File: config.mk
export PLATFORM = sky130hd
export DESIGN_NAME = gmii_frame_gen
export DESIGN_NICKNAME = d
export VERILOG_FILES = /design/src/rtl/pcs_gmii_pkg.sv /design/src/rtl/gmii_payload_lfsr.sv /design/src/rtl/gmii_frame_gen.sv
export SDC_FILE = /design/constraint.sdc
export NUM_CORES = 1
export LEC_CHECK = 0
export ABC_AREA = 1
export CORE_AREA = 2 2 118 120
export DETAILED_ROUTE_END_ITERATION = 8
export DIE_AREA = 0 0 120 122
export HOLD_SLACK_MARGIN = 0.08
export SKIP_LAST_GASP = 1
export SYNTH_ARGS = -nofsm -noshare
export SYNTH_HDL_FRONTEND = slang
export SYNTH_SLANG_ARGS = --single-unit
File: constraint.sdc
create_clock -name GTX_CLK -period 3.6 [get_ports GTX_CLK]
set_input_delay 0.54 -clock GTX_CLK [delete_from_list [all_inputs] [get_ports GTX_CLK]]
set_output_delay 0.54 -clock GTX_CLK [all_outputs]
set_load 0.005 [all_outputs]
File: src/rtl/pcs_gmii_pkg.sv
// Shared GMII transmit definitions: generator FSM states, control-byte constants, PRBS8 step.
// No latency or backpressure of its own; consumed by gmii_frame_gen and gmii_payload_lfsr.
package pcs_gmii_pkg;

   typedef enum logic [2:0] {
      ST_IDLE,
      ST_PRE,
      ST_SFD,
      ST_PAY,
      ST_IPG
   } gen_state_t;

   localparam logic [7:0] PREAMBLE_BYTE = 8'h55;
   localparam logic [7:0] SFD_BYTE      = 8'hD5;
   localparam logic [2:0] XMIT_DATA     = 3'b010;
   // feedback = b[7]^b[5]^b[4]^b[3], shifted in at the LSB
   localparam logic [7:0] PRBS8_TAPS    = 8'hB8;

   function automatic logic [7:0] prbs8_next(input logic [7:0] b);
      return {b[6:0], ^(b & PRBS8_TAPS)};
   endfunction

endpackage

File: src/rtl/gmii_payload_lfsr.sv
// Payload byte source: load takes the seed, advance steps incrementing or PRBS8 sequence.
// Output is the registered current byte, updated one cycle after load/advance; no backpressure.
module gmii_payload_lfsr
   import pcs_gmii_pkg::*;
(
   input  logic       clk,
   input  logic       rst_n,
   input  logic       mode,
   input  logic [7:0] seed,
   input  logic       load,
   input  logic       advance,
   output logic [7:0] dat
);

   always_ff @(posedge clk or negedge rst_n) begin
      if (!rst_n) begin
         dat <= 8'h00;
      end else if (load) begin
         // an all-zero PRBS register would lock up, so seed 0 starts at 8'h01
         dat <= (mode && seed == 8'h00) ? 8'h01 : seed;
      end else if (advance) begin
         dat <= mode ? prbs8_next(dat) : dat + 8'd1;
      end
   end

endmodule

File: src/rtl/gmii_frame_gen.sv
// GMII frame generator (preamble, SFD, payload, IPG) with TX_ER injection under GMII_ERR_INJECT_EN.
// All outputs registered; first preamble byte one cycle after start; no backpressure on the GMII side.
module gmii_frame_gen
   import pcs_gmii_pkg::*;
#(
   parameter int PREAMBLE_LEN = 7,
   parameter int IPG_LEN      = 12,
   parameter int LEN_W        = 11,
   parameter int CNT_W        = 8
)
(
   input  logic             GTX_CLK,
   input  logic             mr_main_reset,
   input  logic [2:0]       xmit,
   input  logic             start,
   input  logic             stop,
   input  logic             mode,
   input  logic [7:0]       seed,
   input  logic [LEN_W-1:0] payload_len,
   input  logic [CNT_W-1:0] num_frames,
   input  logic             err_en,
   input  logic [LEN_W-1:0] err_pos,
   output logic [7:0]       TXD,
   output logic             TX_EN,
   output logic             TX_ER,
   output logic             busy,
   output logic             done,
   output logic [CNT_W-1:0] frames_sent
);

   localparam int CW = $clog2((PREAMBLE_LEN > IPG_LEN ? PREAMBLE_LEN : IPG_LEN) + 1);

   gen_state_t       state;
   logic [CW-1:0]    cnt;
   logic [LEN_W-1:0] idx;
   logic [LEN_W-1:0] nxt_idx;
   logic [LEN_W-1:0] len_q;
   logic [LEN_W-1:0] err_pos_q;
   logic [CNT_W-1:0] num_q;
   logic [7:0]       seed_q;
   logic             mode_q;
   logic             err_en_q;
   logic             stop_q;
   logic [7:0]       pay_dat;
   logic             end_burst;
   logic             hit_first;
   logic             hit_next;

   gmii_payload_lfsr u_lfsr (
      .clk     (GTX_CLK),
      .rst_n   (mr_main_reset),
      .mode    (mode_q),
      .seed    (seed_q),
      .load    (state == ST_PRE),
      .advance (state == ST_SFD || state == ST_PAY),
      .dat     (pay_dat)
   );

   assign nxt_idx   = idx + 1'b1;
   assign end_burst = stop_q || stop || (xmit != XMIT_DATA) ||
                      ((num_q != '0) && (frames_sent == num_q));

`ifdef GMII_ERR_INJECT_EN
   logic err_arm;
   assign err_arm   = err_en_q && (err_pos_q < len_q);
   assign hit_first = err_arm && (err_pos_q == '0);
   assign hit_next  = err_arm && (err_pos_q == nxt_idx);
`else
   logic unused_err;
   assign unused_err = err_en_q ^ (^err_pos_q);
   assign hit_first  = 1'b0;
   assign hit_next   = 1'b0;
`endif

   always_ff @(posedge GTX_CLK or negedge mr_main_reset) begin
      if (!mr_main_reset) begin
         state       <= ST_IDLE;
         cnt         <= '0;
         idx         <= '0;
         len_q       <= '0;
         err_pos_q   <= '0;
         num_q       <= '0;
         seed_q      <= 8'h00;
         mode_q      <= 1'b0;
         err_en_q    <= 1'b0;
         stop_q      <= 1'b0;
         TXD         <= 8'h00;
         TX_EN       <= 1'b0;
         TX_ER       <= 1'b0;
         busy        <= 1'b0;
         done        <= 1'b0;
         frames_sent <= '0;
      end else begin
         done <= 1'b0;
         case (state)
            ST_IDLE: begin
               if (start && xmit == XMIT_DATA) begin
                  mode_q      <= mode;
                  seed_q      <= seed;
                  len_q       <= (payload_len == '0) ? LEN_W'(1) : payload_len;
                  num_q       <= num_frames;
                  err_en_q    <= err_en;
                  err_pos_q   <= err_pos;
                  stop_q      <= stop;
                  frames_sent <= '0;
                  cnt         <= CW'(1);
                  TXD         <= PREAMBLE_BYTE;
                  TX_EN       <= 1'b1;
                  busy        <= 1'b1;
                  state       <= ST_PRE;
               end
            end
            ST_PRE: begin
               if (cnt == CW'(PREAMBLE_LEN)) begin
                  TXD   <= SFD_BYTE;
                  state <= ST_SFD;
               end else begin
                  cnt <= cnt + 1'b1;
                  TXD <= PREAMBLE_BYTE;
               end
            end
            ST_SFD: begin
               idx   <= '0;
               TXD   <= pay_dat;
               TX_ER <= hit_first;
               state <= ST_PAY;
            end
            ST_PAY: begin
               if (idx == len_q - 1'b1) begin
                  TXD   <= 8'h00;
                  TX_EN <= 1'b0;
                  TX_ER <= 1'b0;
                  cnt   <= CW'(1);
                  state <= ST_IPG;
                  if (frames_sent != '1)
                     frames_sent <= frames_sent + 1'b1;
               end else begin
                  idx   <= nxt_idx;
                  TXD   <= pay_dat;
                  TX_ER <= hit_next;
               end
            end
            ST_IPG: begin
               if (cnt == CW'(IPG_LEN)) begin
                  if (end_burst) begin
                     busy  <= 1'b0;
                     done  <= 1'b1;
                     state <= ST_IDLE;
                  end else begin
                     cnt   <= CW'(1);
                     TXD   <= PREAMBLE_BYTE;
                     TX_EN <= 1'b1;
                     state <= ST_PRE;
                  end
               end else begin
                  cnt <= cnt + 1'b1;
               end
            end
            default: state <= ST_IDLE;
         endcase
         // a stop request (or loss of DATA mode) is remembered until the current frame's IPG ends
         if (state != ST_IDLE && (stop || xmit != XMIT_DATA))
            stop_q <= 1'b1;
      end
   end

endmodule

==> metrics.md <==
| Metric | Value |
|---|---|
| CTS buffer count | 9 |
| GRT Residual Overflow | 0 |
| Hold Buf Count CTS | 0 |
| # IOs | 67 |
| Seq/Total Area, Yosys | 40.69% |
| # diodes | 0 |
| CTS clock-pin slew for the worst setup and hold paths | about 60 ps |
| RSZ-0062 raised after global routing | no |
| CP Max Fanout | 24 |
| Cell taking the most area after synthesis | dfrtp_1 |
| Cell area after layout | approximately 5500 µm² |
| Share of cells above drive strength 1 | under 10% |
| Pre-CTS setup slack | between 1000 and 1500 ps |
| Startpoint Class | flop |
| Number of antenna violations at the first check in global routing | 0 |
| Count of cell types in the netlist | 44 |
| Post-Syn Instances | ~620 |
| Die Y | between 100 and 150 µm |
| Setup TNS | 0 ps |
| Worst slew margin | 46.34% |
| Status | completed |
| Max Clk Rate | 415.6 MHz |
| Max VDD drop | about 0.00026 V |
| DR vias | 4,129 |
| Drc violations | 0 |
| Dpl cell area | ~5200 µm² |
| CTS tree | built |
| Final Wtd Congestion | about 0.86 |
| Crit path kind | reg2reg |
| Yosys top cell area share | between 40% and 50% |
| WL final | between 10 and 15 mm |
| Syn. warnings | 0 |
| Crit path cell chain | inv_1 -> ha_1 -> nand2_2 -> nor2_2 -> nand3_1 -> nand3_1 -> nand2_1 -> nor2_2 -> nand3_4 -> nand2_4 -> nand2_4 -> nand2_1 -> nand3b_1 |
| Post-synthesis async set-or-reset flop share | 100.0% |
| Mapped Area | around 4600 µm² |
| Floorplan row count | 43 |
| Routed vias/inst | 4.824 |
| Max cap viols | 0 |
| Clk buf depth | 2 |
| Crit share post-route | 66.84% |
| Fin cells | between 800 and 900 |
| Largest net degree at the start of global routing | 49 |
| Setup-failing EPs final | 0 |
| Hold WS | just under 300 ps |
| Routed WL per cell | ~13 µm |
| Fin nets | roughly 730 |
| Avg Inst Size Synth | between 7 and 8 µm² |
| CP required | between 3000 and 4000 ps |
| Fin. max-slew vios | 0 |
| Post-synth top cells | nand2_1 (193), dfrtp_1 (74), inv_1 (74), nor2_1 (57), nand3_1 (43) |
| Area added between synthesis and finish | 20.84% |
| Number of nets still failing antenna checks after routing | 0 |
| Die width | between 100 and 150 µm |
| I/O Buffers | 53 |
| Placed insts | 840 |
| Clk sinks | 74 |
| First-pass GRT wire length | 19.35 mm |
| Syn_nets | between 600 and 700 |
| Most numerous cell in the Yosys netlist | nand2_1 |
| Initial core utilization | 33.70% |
| Vias in the first global route | approximately 4,100 |
| Min-delay worst type | in2async |
| Global-route usage over all layers | roughly 16% |
| Pre-antenna DRT Iters | 4 |
| R2R setup slack | between 1000 and 1500 ps |
| Crit path largest cell delay | between 400 and 500 ps |
| Worst-Margin Slew | between 800 and 900 ps |
| Top post-synthesis cells by area | dfrtp_1 (41%), nand2_1 (16%), inv_1 (6.1%) |
| Cts repair resizes | 0 |
| Synth Register Bits | 74 |
| Core area | between 10,000 and 15,000 µm² |
| First DRT Iteration DRCs | approximately 240 |
| CTS Root Buffer Type | clkbuf_16 |
| Pleak | between 2 and 3 nW |
| Final WS setup | around 1200 ps |
| Slowest-stage cell, CP | dfrtp_1 |
| CP Capture Type | flop |
| Post-CTS setup buffers | 0 |
| CP Data Arrival Time | 2630 ps |
| Tmin final | roughly 2400 ps |
| Clock skew | 3.367 ps |
| Endpoints failing hold | 0 |
| Count of flip-flops with a built-in enable after synthesis | 0 |
| Post-detail-place hpwl | between 8 and 9 mm |
| Clock Latency Late Sink | 340 ps |
| H-tree Lvls | 3 |
| Die area | approximately 15,000 µm² |
| P per Cell Area | 779.5 nW/µm² |
| Dominant synthesized flop cell | dfrtp_1 |
[cells in the final DEF (no fill, tap or decap), types with 3 or more instances in the layout]
cell type,Yosys,final
a21oi_1,5,5
a22oi_1,3,3
a31oi_1,3,3
clkbuf_1,7,4
clkbuf_16,0,9
clkdlybuf4s50_1,0,52
dfrtp_1,74,74
ha_1,7,7
inv_1,74,74
inv_2,7,7
nand2_1,193,193
nand3_1,43,43
nand4_1,16,16
nor2_1,57,56
nor2_2,6,7
nor2_4,3,3
nor3_1,8,8
nor3b_1,4,4
nor4_1,6,6
o211ai_1,4,4
o21ai_0,33,33
o21ai_2,6,6
o221ai_1,3,3
xnor2_1,8,8
xor2_1,18,18
[cell families after synthesis]
logic type               count (synthesis)  synth area share [%]
XOR/XNOR                                26                 5.004
buffers and inverters                   99                 9.019
other                                    1               0.08241
adder cells (fa/ha/maj)                  7                 1.925
flip-flops                              74                 40.69
AO/OA/AOI/OAI                           66                 9.074
AND/OR/NAND/NOR                        348                 34.20
[worst paths after layout]
kind                                from        to  cells after the start
min reg2reg                       TXD[1]    TXD[1]                      2
min                        mr_main_reset    TXD[1]                      1
max                             len_q[0]    TXD[7]                     13
max reg2reg                     len_q[0]    TXD[7]                     13
min in group GTX_CLK              TXD[1]    TXD[1]                      2
max in group asynchronous  mr_main_reset  len_q[6]                      2
[routing by layer]
layer	GRT usage [%]	vias up	share of wire, %
met4	5.441	0	1.7
met3	3.418	14	3.6
met5	0	-	0
met1	20.29	1952	45
li1	-	2091	-
met2	28.69	72	49
[layout make-up]
type / instances / area, µm²
fill: 1402 / 8005
multi-input combinational: 448 / 2291
sequential: 74 / 1852
timing repair buffer: 55 / 553.0
inverter: 83 / 311.5
clock buffer: 14 / 254.0
tap: 180 / 225.2
clock inverter: 2 / 12.51
[critical path: cells and delay by family (launching register included)]
family                   cells  cell delay, ps
buffers and inverters        1             120
adder cells (fa/ha/maj)      1             220
flip-flops                   1             440
AND/OR/NAND/NOR             11            1520
[report_power, final]
group | internal [mW] | switching (mW)
Combinational | 0.717 | 1.27
Sequential | 1.14 | 0.336
Clock | 0.485 | 0.341
Total | 2.34 | 1.95
[sequential cells by signal (all words and copies together), names as in the netlist]
register and flops:
TXD 8, len_q 11, busy 1, state 3, mode_q 1, stop_q 1, done 1, seed_q 8
idx 11, num_q 8, frames_sent 8, cnt 4, TX_EN 1, u_lfsr.dat 8
[metrics by stage]
| stage | total power [mW] | util [%] |
|---|---|---|
| 2_1_floorplan | 2.908 | - |
| 3_3_place_gp | 3.405 | 38.75 |
| 3_5_place_dp | 3.455 | 38.75 |
| 4_1_cts | 4.304 | 40.72 |
| 5_1_grt | 4.673 | 40.72 |
| 6_report | 4.286 | 40.72 |
Power figures use the tool's default switching activity.
